[src/rtl/space_impact_pkg.sv]
// rtl/space_impact_pkg.sv - shared LED matrix geometry, types and scan state encoding
// Purpose: common definitions for the display path of the game.
// Ports: none (package).
// Config macro used by the display path: BRIGHTNESS_PWM_EN.
package space_impact_pkg;

  localparam int MATRIX_COLS = 24;
  localparam int MATRIX_ROWS = 16;
  localparam int ROW_IDX_W   = 4;

  typedef logic [ROW_IDX_W-1:0]   rowIdx_t;
  typedef logic [MATRIX_COLS-1:0] rowData_t;

  typedef enum logic {
    BLANK = 1'b0,
    DRIVE = 1'b1
  } scanState_t;

  function automatic int maxInt(input int a, input int b);
    return (a > b) ? a : b;
  endfunction

endpackage

[src/rtl/led_matrix_scanner_scan_timer.sv]
// rtl/led_matrix_scanner_scan_timer.sv - row phase counter and BLANK/DRIVE scan FSM
// Purpose: sequences BLANK (BLANK_CYC) then DRIVE (DWELL_CYC) for each row, rows 0..ROWS-1 wrapping.
// Ports:
//   clk50      in   clock, posedge
//   reset      in   synchronous active-high reset
//   state      out  current scan state
//   rowIdx     out  row currently blanked/driven
//   phase      out  cycle index within the current state
//   driveFirst out  last BLANK cycle: the next cycle is the first DRIVE cycle of rowIdx
//   rowEnd     out  last DRIVE cycle of rowIdx
//   frameEnd   out  last DRIVE cycle of the last row
module scan_timer
  import space_impact_pkg::*;
#(
  parameter int ROWS      = MATRIX_ROWS,
  parameter int DWELL_CYC = 3125,
  parameter int BLANK_CYC = 50,
  localparam int CNT_W    = maxInt($clog2(maxInt(DWELL_CYC, BLANK_CYC)), 1)
) (
  input  logic             clk50,
  input  logic             reset,
  output scanState_t       state,
  output rowIdx_t          rowIdx,
  output logic [CNT_W-1:0] phase,
  output logic             driveFirst,
  output logic             rowEnd,
  output logic             frameEnd
);

  localparam logic [CNT_W-1:0] BLANK_LAST = CNT_W'(BLANK_CYC - 1);
  localparam logic [CNT_W-1:0] DRIVE_LAST = CNT_W'(DWELL_CYC - 1);
  localparam rowIdx_t          LAST_ROW   = rowIdx_t'(ROWS - 1);

  scanState_t       nextState;
  rowIdx_t          nextRow;
  logic [CNT_W-1:0] nextPhase;

  always_ff @(posedge clk50) begin
    if (reset) begin
      state  <= BLANK;
      rowIdx <= '0;
      phase  <= '0;
    end else begin
      state  <= nextState;
      rowIdx <= nextRow;
      phase  <= nextPhase;
    end
  end

  always_comb begin
    nextState = state;
    nextRow   = rowIdx;
    nextPhase = phase + 1'b1;
    case (state)
      BLANK: begin
        if (phase == BLANK_LAST) begin
          nextState = DRIVE;
          nextPhase = '0;
        end
      end
      DRIVE: begin
        if (phase == DRIVE_LAST) begin
          nextState = BLANK;
          nextPhase = '0;
          nextRow   = (rowIdx == LAST_ROW) ? '0 : rowIdx + 1'b1;
        end
      end
      default: begin
        nextState = BLANK;
        nextPhase = '0;
      end
    endcase
  end

  always_comb begin
    driveFirst = (state == BLANK) && (phase == BLANK_LAST);
    rowEnd     = (state == DRIVE) && (phase == DRIVE_LAST);
    frameEnd   = rowEnd && (rowIdx == LAST_ROW);
  end

endmodule

[src/rtl/led_matrix_scanner.sv]
// rtl/led_matrix_scanner.sv - double-buffered frame store and row-multiplexed LED matrix driver
// Purpose: game thread writes rows into the back bank and requests a swap; the front bank is scanned out.
// Optional feature macro: BRIGHTNESS_PWM_EN (column PWM within each row dwell).
// Ports:
//   clk50       in   clock, posedge
//   reset       in   synchronous active-high reset
//   wr_en       in   write wr_data into back bank row wr_row
//   wr_row      in   target row (rows >= ROWS ignored)
//   wr_data     in   row pixels, bit c = column c
//   swap_req    in   request bank exchange at next frame boundary
//   brightness  in   PWM level 0..7 (ignored unless BRIGHTNESS_PWM_EN)
//   swap_ack    out  1-cycle pulse, first cycle with the exchanged banks
//   frame_start out  1-cycle pulse on the first DRIVE cycle of row 0
//   row16       out  one-hot row select, 0 during blanking
//   col24       out  column data of the selected row
module led_matrix_scanner
  import space_impact_pkg::*;
#(
  parameter int COLS      = MATRIX_COLS,
  parameter int ROWS      = MATRIX_ROWS,
  parameter int DWELL_CYC = 3125,
  parameter int BLANK_CYC = 50
) (
  input  logic                 clk50,
  input  logic                 reset,
  input  logic                 wr_en,
  input  logic [ROW_IDX_W-1:0] wr_row,
  input  logic [COLS-1:0]      wr_data,
  input  logic                 swap_req,
  input  logic [2:0]           brightness,
  output logic                 swap_ack,
  output logic                 frame_start,
  output logic [ROWS-1:0]      row16,
  output logic [COLS-1:0]      col24
);

  localparam int CNT_W = maxInt($clog2(maxInt(DWELL_CYC, BLANK_CYC)), 1);

  logic [COLS-1:0]  bank [2][ROWS];
  logic             frontSel;
  logic             backSel;
  logic             swapPending;
  logic             wrOk;

  scanState_t       state;
  rowIdx_t          rowIdx;
  logic [CNT_W-1:0] phase;
  logic             driveFirst;
  logic             rowEnd;
  logic             frameEnd;

  scan_timer #(
    .ROWS      (ROWS),
    .DWELL_CYC (DWELL_CYC),
    .BLANK_CYC (BLANK_CYC)
  ) u_scan_timer (
    .clk50      (clk50),
    .reset      (reset),
    .state      (state),
    .rowIdx     (rowIdx),
    .phase      (phase),
    .driveFirst (driveFirst),
    .rowEnd     (rowEnd),
    .frameEnd   (frameEnd)
  );

  assign backSel = ~frontSel;
  assign wrOk    = int'(wr_row) < ROWS;

`ifdef BRIGHTNESS_PWM_EN
  // Number of lit cycles at the start of the dwell for the sampled brightness.
  logic [CNT_W:0] litCalc;
  logic [CNT_W:0] litLen;
  assign litCalc = (CNT_W+1)'(((int'(brightness) + 1) * DWELL_CYC) / 8);
`else
  logic unusedSigs;
  assign unusedSigs = ^{brightness, phase, state};
`endif

  always_ff @(posedge clk50) begin
    if (reset) begin
      for (int b = 0; b < 2; b++) begin
        for (int r = 0; r < ROWS; r++) begin
          bank[b][r] <= '0;
        end
      end
      frontSel    <= 1'b0;
      swapPending <= 1'b0;
      swap_ack    <= 1'b0;
      frame_start <= 1'b0;
      row16       <= '0;
      col24       <= '0;
`ifdef BRIGHTNESS_PWM_EN
      litLen      <= '0;
`endif
    end else begin
      // A write on the swap cycle lands in the old back bank, which becomes the new front.
      if (wr_en && wrOk) begin
        bank[backSel][wr_row] <= wr_data;
      end

      swap_ack    <= 1'b0;
      frame_start <= 1'b0;
      // A request arriving on the frame-end cycle is served by this swap, not queued.
      if (frameEnd && (swapPending || swap_req)) begin
        frontSel    <= ~frontSel;
        swapPending <= 1'b0;
        swap_ack    <= 1'b1;
      end else if (swap_req) begin
        swapPending <= 1'b1;
      end

      // Row data is latched once on DRIVE entry and held, so mid-row writes never reach the pins.
      if (driveFirst) begin
        row16       <= ROWS'(1) << rowIdx;
        frame_start <= (rowIdx == '0);
`ifdef BRIGHTNESS_PWM_EN
        litLen      <= litCalc;
        col24       <= (litCalc == '0) ? '0 : bank[frontSel][rowIdx];
`else
        col24       <= bank[frontSel][rowIdx];
`endif
      end else if (rowEnd) begin
        row16 <= '0;
        col24 <= '0;
      end
`ifdef BRIGHTNESS_PWM_EN
      else if ((state == DRIVE) && (((CNT_W+1)'(phase) + (CNT_W+1)'(1)) >= litLen)) begin
        col24 <= '0;
      end
`endif
    end
  end

endmodule
[config.mk]
export PLATFORM = sky130hd
export DESIGN_NAME = led_matrix_scanner
export DESIGN_NICKNAME = d
export VERILOG_FILES = /design/src/rtl/space_impact_pkg.sv /design/src/rtl/led_matrix_scanner_scan_timer.sv /design/src/rtl/led_matrix_scanner.sv
export SDC_FILE = /design/constraint.sdc
export NUM_CORES = 1
export LEC_CHECK = 0
export BUFFER_PORTS_ARGS = -buffer_cell sky130_fd_sc_hd__buf_2
export CAP_MARGIN = 20
export CORE_MARGIN = 4
export CORE_UTILIZATION = 25
export DETAILED_ROUTE_END_ITERATION = 10
export GPL_TIMING_DRIVEN = 0
export PLACE_DENSITY = 0.44
export SLEW_MARGIN = 30
export SYNTH_ARGS = -nofsm -noshare
export SYNTH_HDL_FRONTEND = slang
export SYNTH_SLANG_ARGS = --single-unit
[constraint.sdc]
create_clock -name clk50 -period 3.3 [get_ports clk50]
set_clock_uncertainty 0.2 [all_clocks]
set_input_delay 0 -clock clk50 [delete_from_list [all_inputs] [get_ports clk50]]
set_output_delay 0 -clock clk50 [all_outputs]
set_load 0.01 [all_outputs]
# Yosys cells after proc, flatten, opt, wreduce, memory -nomap -nowiden
# Memories as Yosys holds them, arrays and structs flattened. A register that Yosys moved wholly into a read port is not among the register bits.
# Cells that the tools add are included.
# totals
regBits	61
latchBits	0
ram_bits	768
romBits	0
input_bits	35
wordCells	63
memories	1
# op_classes
addsub	2
multipliers	0
div	0
n_lt_le_gt_ge	3
n_eq_ne	3
shifts	1
muxes	27
bitwise	5
reduce_logical	12
# mem_list
name	words	word_bits	read_ports	rd_ports_with_merged_regs	write_ports	line_no	rtl
bank	2	384	1	1	2	led_matrix_scanner.sv:39	logic [COLS-1:0] bank [2][ROWS];
# op_table
cell	n
two-way mux 384 bit	3
OR reduction 384 bit	1
two-way mux 24 bit	5
binary-select mux 24 bit (select 4 bit)	1
demux 24 bit (select 4 bit)	1
two-way mux 16 bit	2
two-way mux 12 bit	2
one-hot mux 12 bit (2 select lines)	1
left shift 1 x 4 -> 16 bit (first input constant)	1
adder 12 x 1 -> 12 bit (second input constant)	1
equality test 12 bit (second input constant)	1
equality test 12 x 6 -> 1 bit (second input constant)	1
greater-or-equal comparator 5 bit (second input constant)	2
two-way mux 1 bit	10
NOT 4 -> 5 bit	2
logical AND 1 bit	5
less-than comparator 5 x 1 -> 1 bit (second input constant)	1
adder 4 x 1 -> 4 bit (second input constant)	1
equality test 4 bit (second input constant)	1
zero test 4 bit	1
two-way mux 4 bit	1
OR reduction 2 bit	2
NOT 1 bit	3
one-hot mux 1 bit (2 select lines)	1
3 further kinds	3

# Longest topological paths before layout
# depth
ltp_word	8
ltp_mapped	9

# Modules after synthesis
# A second synthesis with hierarchy kept.
# hier_totals
hier_cells	2049
area_unflattened_um2	33891.3
# modules_own_cells
mod	n_inst	cells_per_inst	area_per_inst_um2	seq_area_each_um2
led_matrix_scanner	1	1960	33079.2	23963.0
scan_timer	1	89	812.0	340.3

# Worst setup path after synthesis
# Ideal clock, no wire load.
# synth_timing
path_kind	input-to-reg
start	input wr_en
end	memory bank[1][24] in the netlist's numbering (enable)
setup_time_ns	0.410
t_arrival_ns	1.869
required_ns	2.690
setup_slack_ns	0.821
stages	5
path_buffers	1
path_cell_list	nor2b_1 -> buf_2 -> nand2_1 -> or2_2 -> o21bai_1
# synth_lines
element	line_no	rtl
start: declaration	led_matrix_scanner.sv:26	input logic wr_en,
end: declaration	led_matrix_scanner.sv:39	

==> results <==
- Yosys printed 0 warnings.
- Synthesis instantiated 48 different standard cells from the library.
- In the synthesized netlist, the cells that appear most often are sky130_fd_sc_hd__edfxtp_1 (768), sky130_fd_sc_hd__and2_1 (365), sky130_fd_sc_hd__mux4_2 (179).
- VDD sags by at most 348 µV.
- The final hold slack is 0.0580 ns.
- The area of the placeable core is about 140,000 µm².
- The startpoint-to-endpoint class of the critical path is flip-flop to flip-flop.
- The synthesized instance count is 2,123.
- The net count of the mapped netlist is about 2,200.
- Of all nets on the critical path, the largest fanout is 14.
- Clock-pin slew was measured on the worst setup and hold paths at roughly 0.060 ns.
- The share of synthesized flip-flops with an asynchronous set or reset is 0%.
- The die covers 145,000 µm².
- The primary flip-flop cell chosen by synthesis mapping is sky130_fd_sc_hd__edfxtp_1.
- After detailed routing, the number of remaining DRC violations is 0.
- The power density relative to cell area is roughly 560 nW/µm².
- Yosys attributes the largest share of cell area to sky130_fd_sc_hd__edfxtp_1 (66%), sky130_fd_sc_hd__mux4_2 (12%), sky130_fd_sc_hd__and2_1 (6.6%), sky130_fd_sc_hd__dfxtp_1 (3.6%), sky130_fd_sc_hd__a22oi_1 (1.9%).
- Before antenna repair, the detailed router went through 5 iterations.
- After detailed placement, the design holds a cell count of around 4,000.
- The total routing usage reported by global routing is 15.8%.
- The count of final hold-check violations is 0.
- The worst relative slew slack is a little under a third.
- Counting flops with a built-in enable in the synthesized netlist gives ~770.
- Measured on the finished design, the core utilization comes to 30.1%.
- The routability-driven placement congestion ratio is 0.834.
- Of the available clock period, the critical path in the final layout requires a little over nine tenths.
- The global-route wire length before repair is ~160 mm.
- For this design the static power due to leakage is 14.4 nW.
- The register bit total from synthesis is between 800 and 900.
- The final route contains between 20,000 and 25,000 vias.
- The maximum operating frequency is 309 MHz.
- The finished cells cover 41,400 µm².
- The final layout contains routed wiring with a total length of 117 mm.
- By instance count, the leading cell after synthesis is sky130_fd_sc_hd__edfxtp_1.
- The later pin in the worst-skew pair is clocked with a latency of between 0.6 and 0.7 ns.
- For this configuration, the core starts out at a cell density of around 25%.
- The floorplan has around 140 rows.
- The die is 381 µm wide.
- The final count of pins violating max slew came to 0.
- Once layout is complete, the cells apart from fillers number 4,215.
- The share of the yosys chip area belonging to registers is 70.0%.
- The number of nets still failing antenna checks after routing is 0.
- The launching element type of the critical path is a flip-flop.
- The setup slack of the critical path after layout is 0.0606 ns.
- Detailed placement finished with a half-perimeter wire length of 82.1 mm.
- In this run the biggest area consumer among cell types represents 66.4% of the synthesized area.
- In the routed layout, each cell is associated on average with a via count of 4.76.
- The cell type contributing the most total cell area after synthesis is sky130_fd_sc_hd__edfxtp_1.
- At the worst endpoint, the required time is around 3.4 ns.
- The clock tree from TritonCTS is built.
- Measured along the y axis, the die boundary spans ~380 µm.
- The worst setup path is captured at a flip-flop.
- The number of input and output port buffers inserted is 71.
- The critical path's top delay family is simple AND/OR/NAND/NOR gates.
- In this run, the number of DRC markers left after iteration 0 of detailed routing was 1,768.
- Setup violations remaining at the end of the flow were counted as 0.
- The number of top-level pins is 77.
- The worst-margin pin slew is between 1 and 1.5 ns.
- Walking the worst path, the cells encountered are inv_1 -> nor2_1 -> buf_2 -> nand3_1 -> nor2_2 -> or2_4 -> buf_16.
- Max-cap violations in this run came to 0.
- The TritonCTS sink count is 830.
- The worst path in the final design needs a cycle of 3.24 ns, including I/O delays and setup.
- The number of nets at the end of the flow is ~2,400.
- The total grt overflow is 0.
- The largest stage delay on the critical path is 0.58 ns.
- Compared with the post-synthesis result, the final layout area differs by 19.2%.
- The fraction of final layout cells sized beyond drive strength 1 is approximately 23%.
- The area of placed instances is 38,100 µm².
- The wire length per cell is between 20 and 30 µm.
- Setup repair after global routing could not meet its margin everywhere.
- The worst path arrival time is between 3 and 4 ns.
- Together, buffers and inverters on the worst path number 3.
- Entering global routing, the biggest net connects 25 pins.
- The worst hold-check path type is input port to flip-flop.
- The number of global-route vias before repair is 21,100.
- Summing every instance area after synthesis gives 34,700 µm².
- The run finished with clean final reports.
- The slowest stage of the critical path is the sky130_fd_sc_hd__dfxtp_1 cell.
- Dividing the synthesized area by the synthesized cell count gives 16.3 µm².
- In this run the number of H-tree levels came out at 3.
- The number of buffers inserted during clock tree synthesis is 90.
- The initial antenna violation count is 15.
- The maximum number of buffers from clock root to sink is 3.
- The placement-stage worst setup slack is -0.166 ns.
- The tree is rooted in a sky130_fd_sc_hd__clkbuf_16.
repair_timing:
item / 4_1_cts / 5_1_grt
hold buffers: 31 / 0
endpoints found under the setup margin: 36 / 110
hold endpoints to repair: 567 / 0
setup buffers: 0 / 0
resized for setup: 3 / 10
where the power goes:
group	leakage (nW)	internal, mW	switching (mW)	total [mW]
combinational	4.63	0.283	0.620	0.903
clock	1.45	5.92	4.20	10.1
sequential	8.35	12.0	0.112	12.1
total	14.4	18.2	4.93	23.1
worst register-to-register path: cells and delay by family (launching register included):
family,cells,cell delay (ns)
and+or+nand+nor,4,1.41
buffers and inverters,3,0.75
DFF,1,0.58
final timing paths:
path | startpoint | end | slack, ns | cells after the start
worst max-delay path | frontSel | bank[0][76] | 0.06 | 7
worst min-delay path | wr_en | bank[0][361] | 0.06 | 5
worst max register to register | frontSel | bank[0][76] | 0.06 | 7
worst min register to register | row16[0] | row16[0] | 0.26 | 1
final cells by class:
type	instances	area, µm²
inverters	32	120
multi-input cells	1111	9690
well taps	1794	2240
flip-flops and latches	830	24300
repair buffers	127	1330
diodes	4	10.0
clock buffers	126	2580
fillers	13600	96300
clock inverters	41	352
plain buffers	150	736
stage by stage:
step,total power [mW],TNS (ns)
after floorplan,12.6,0
after global placement,13.0,-330.57
after detailed placement,13.2,-2.31
after CTS,23.3,-0.0145
after global routing,23.8,-1.32
final,23.1,0
layout by cell type (no fill, tap or decap), types with 6 or more instances in the layout:
cell type                       synthesis  layout
sky130_fd_sc_hd__edfxtp_1             768     768
sky130_fd_sc_hd__and2_1               365     365
sky130_fd_sc_hd__mux4_2               179     179
sky130_fd_sc_hd__nand2_1              156     156
sky130_fd_sc_hd__buf_2                 49     122
sky130_fd_sc_hd__nor2_1               117     106
sky130_fd_sc_hd__clkbuf_16              0      95
sky130_fd_sc_hd__a22oi_1               89      89
sky130_fd_sc_hd__clkbuf_1              73      83
sky130_fd_sc_hd__dfxtp_1               62      62
sky130_fd_sc_hd__inv_1                 31      31
sky130_fd_sc_hd__dlygate4sd3_1          0      31
sky130_fd_sc_hd__mux2i_1               28      28
sky130_fd_sc_hd__a31oi_1               26      26
sky130_fd_sc_hd__buf_16                 0      22
sky130_fd_sc_hd__clkinv_2               0      18
sky130_fd_sc_hd__buf_4                 15      15
sky130_fd_sc_hd__o211ai_1              13      13
sky130_fd_sc_hd__clkinv_1               0      13
sky130_fd_sc_hd__clkbuf_2               0      12
sky130_fd_sc_hd__or3_1                 12      12
sky130_fd_sc_hd__or2_2                  5      11
sky130_fd_sc_hd__nor2_2                 8      11
sky130_fd_sc_hd__a22o_1                10      10
sky130_fd_sc_hd__a21oi_1                9       9
sky130_fd_sc_hd__ha_1                   9       9
sky130_fd_sc_hd__clkbuf_8               0       9
sky130_fd_sc_hd__nor2_4                 0       8
sky130_fd_sc_hd__nand3_1                7       7
sky130_fd_sc_hd__xor2_1                 7       7
sky130_fd_sc_hd__buf_1                  8       6
sky130_fd_sc_hd__nor3_1                 6       6
sky130_fd_sc_hd__or2_4                  0       6
sky130_fd_sc_hd__bufinv_16              0       6
cells by family (layout without fill, tap and decap cells):
logic type / after synthesis / count (layout) / synth area share [%]
AO/OA/AOI/OAI: 159 / 159 / 3.31
XOR/XNOR: 11 / 11 / 0.278
adder cells (fa/ha/maj): 9 / 9 / 0.324
buffers and inverters: 182 / 476 / 2.42
flip-flops: 830 / 830 / 70.0
multiplexers: 207 / 207 / 12.4
other: 0 / 4 / 0
AND/OR/NAND/NOR: 725 / 725 / 11.2
state kept, by name, summed over array words and instances (netlist names), named ones only:
signal,count
bank,768
col24,24
row16,16
u_scan_timer.phase,12
u_scan_timer.rowIdx,4
frame_start,1
frontSel,1
swapPending,1
swap_ack,1
u_scan_timer.state,1
per-layer routing:
metal | GRT usage (%) | wire length, µm | up-vias | part of all wire [%]
met1 | 21.0 | 49700 | 10700 | 43
met4 | 4.95 | 3510 | 2 | 3.0
met5 | 0 | 13 | - | 0.011
li1 | - | - | 8502 | -
met2 | 26.4 | 56900 | 677 | 49
met3 | 2.64 | 6600 | 173 | 5.7
Note: power is estimated with default switching activity, not from simulation.
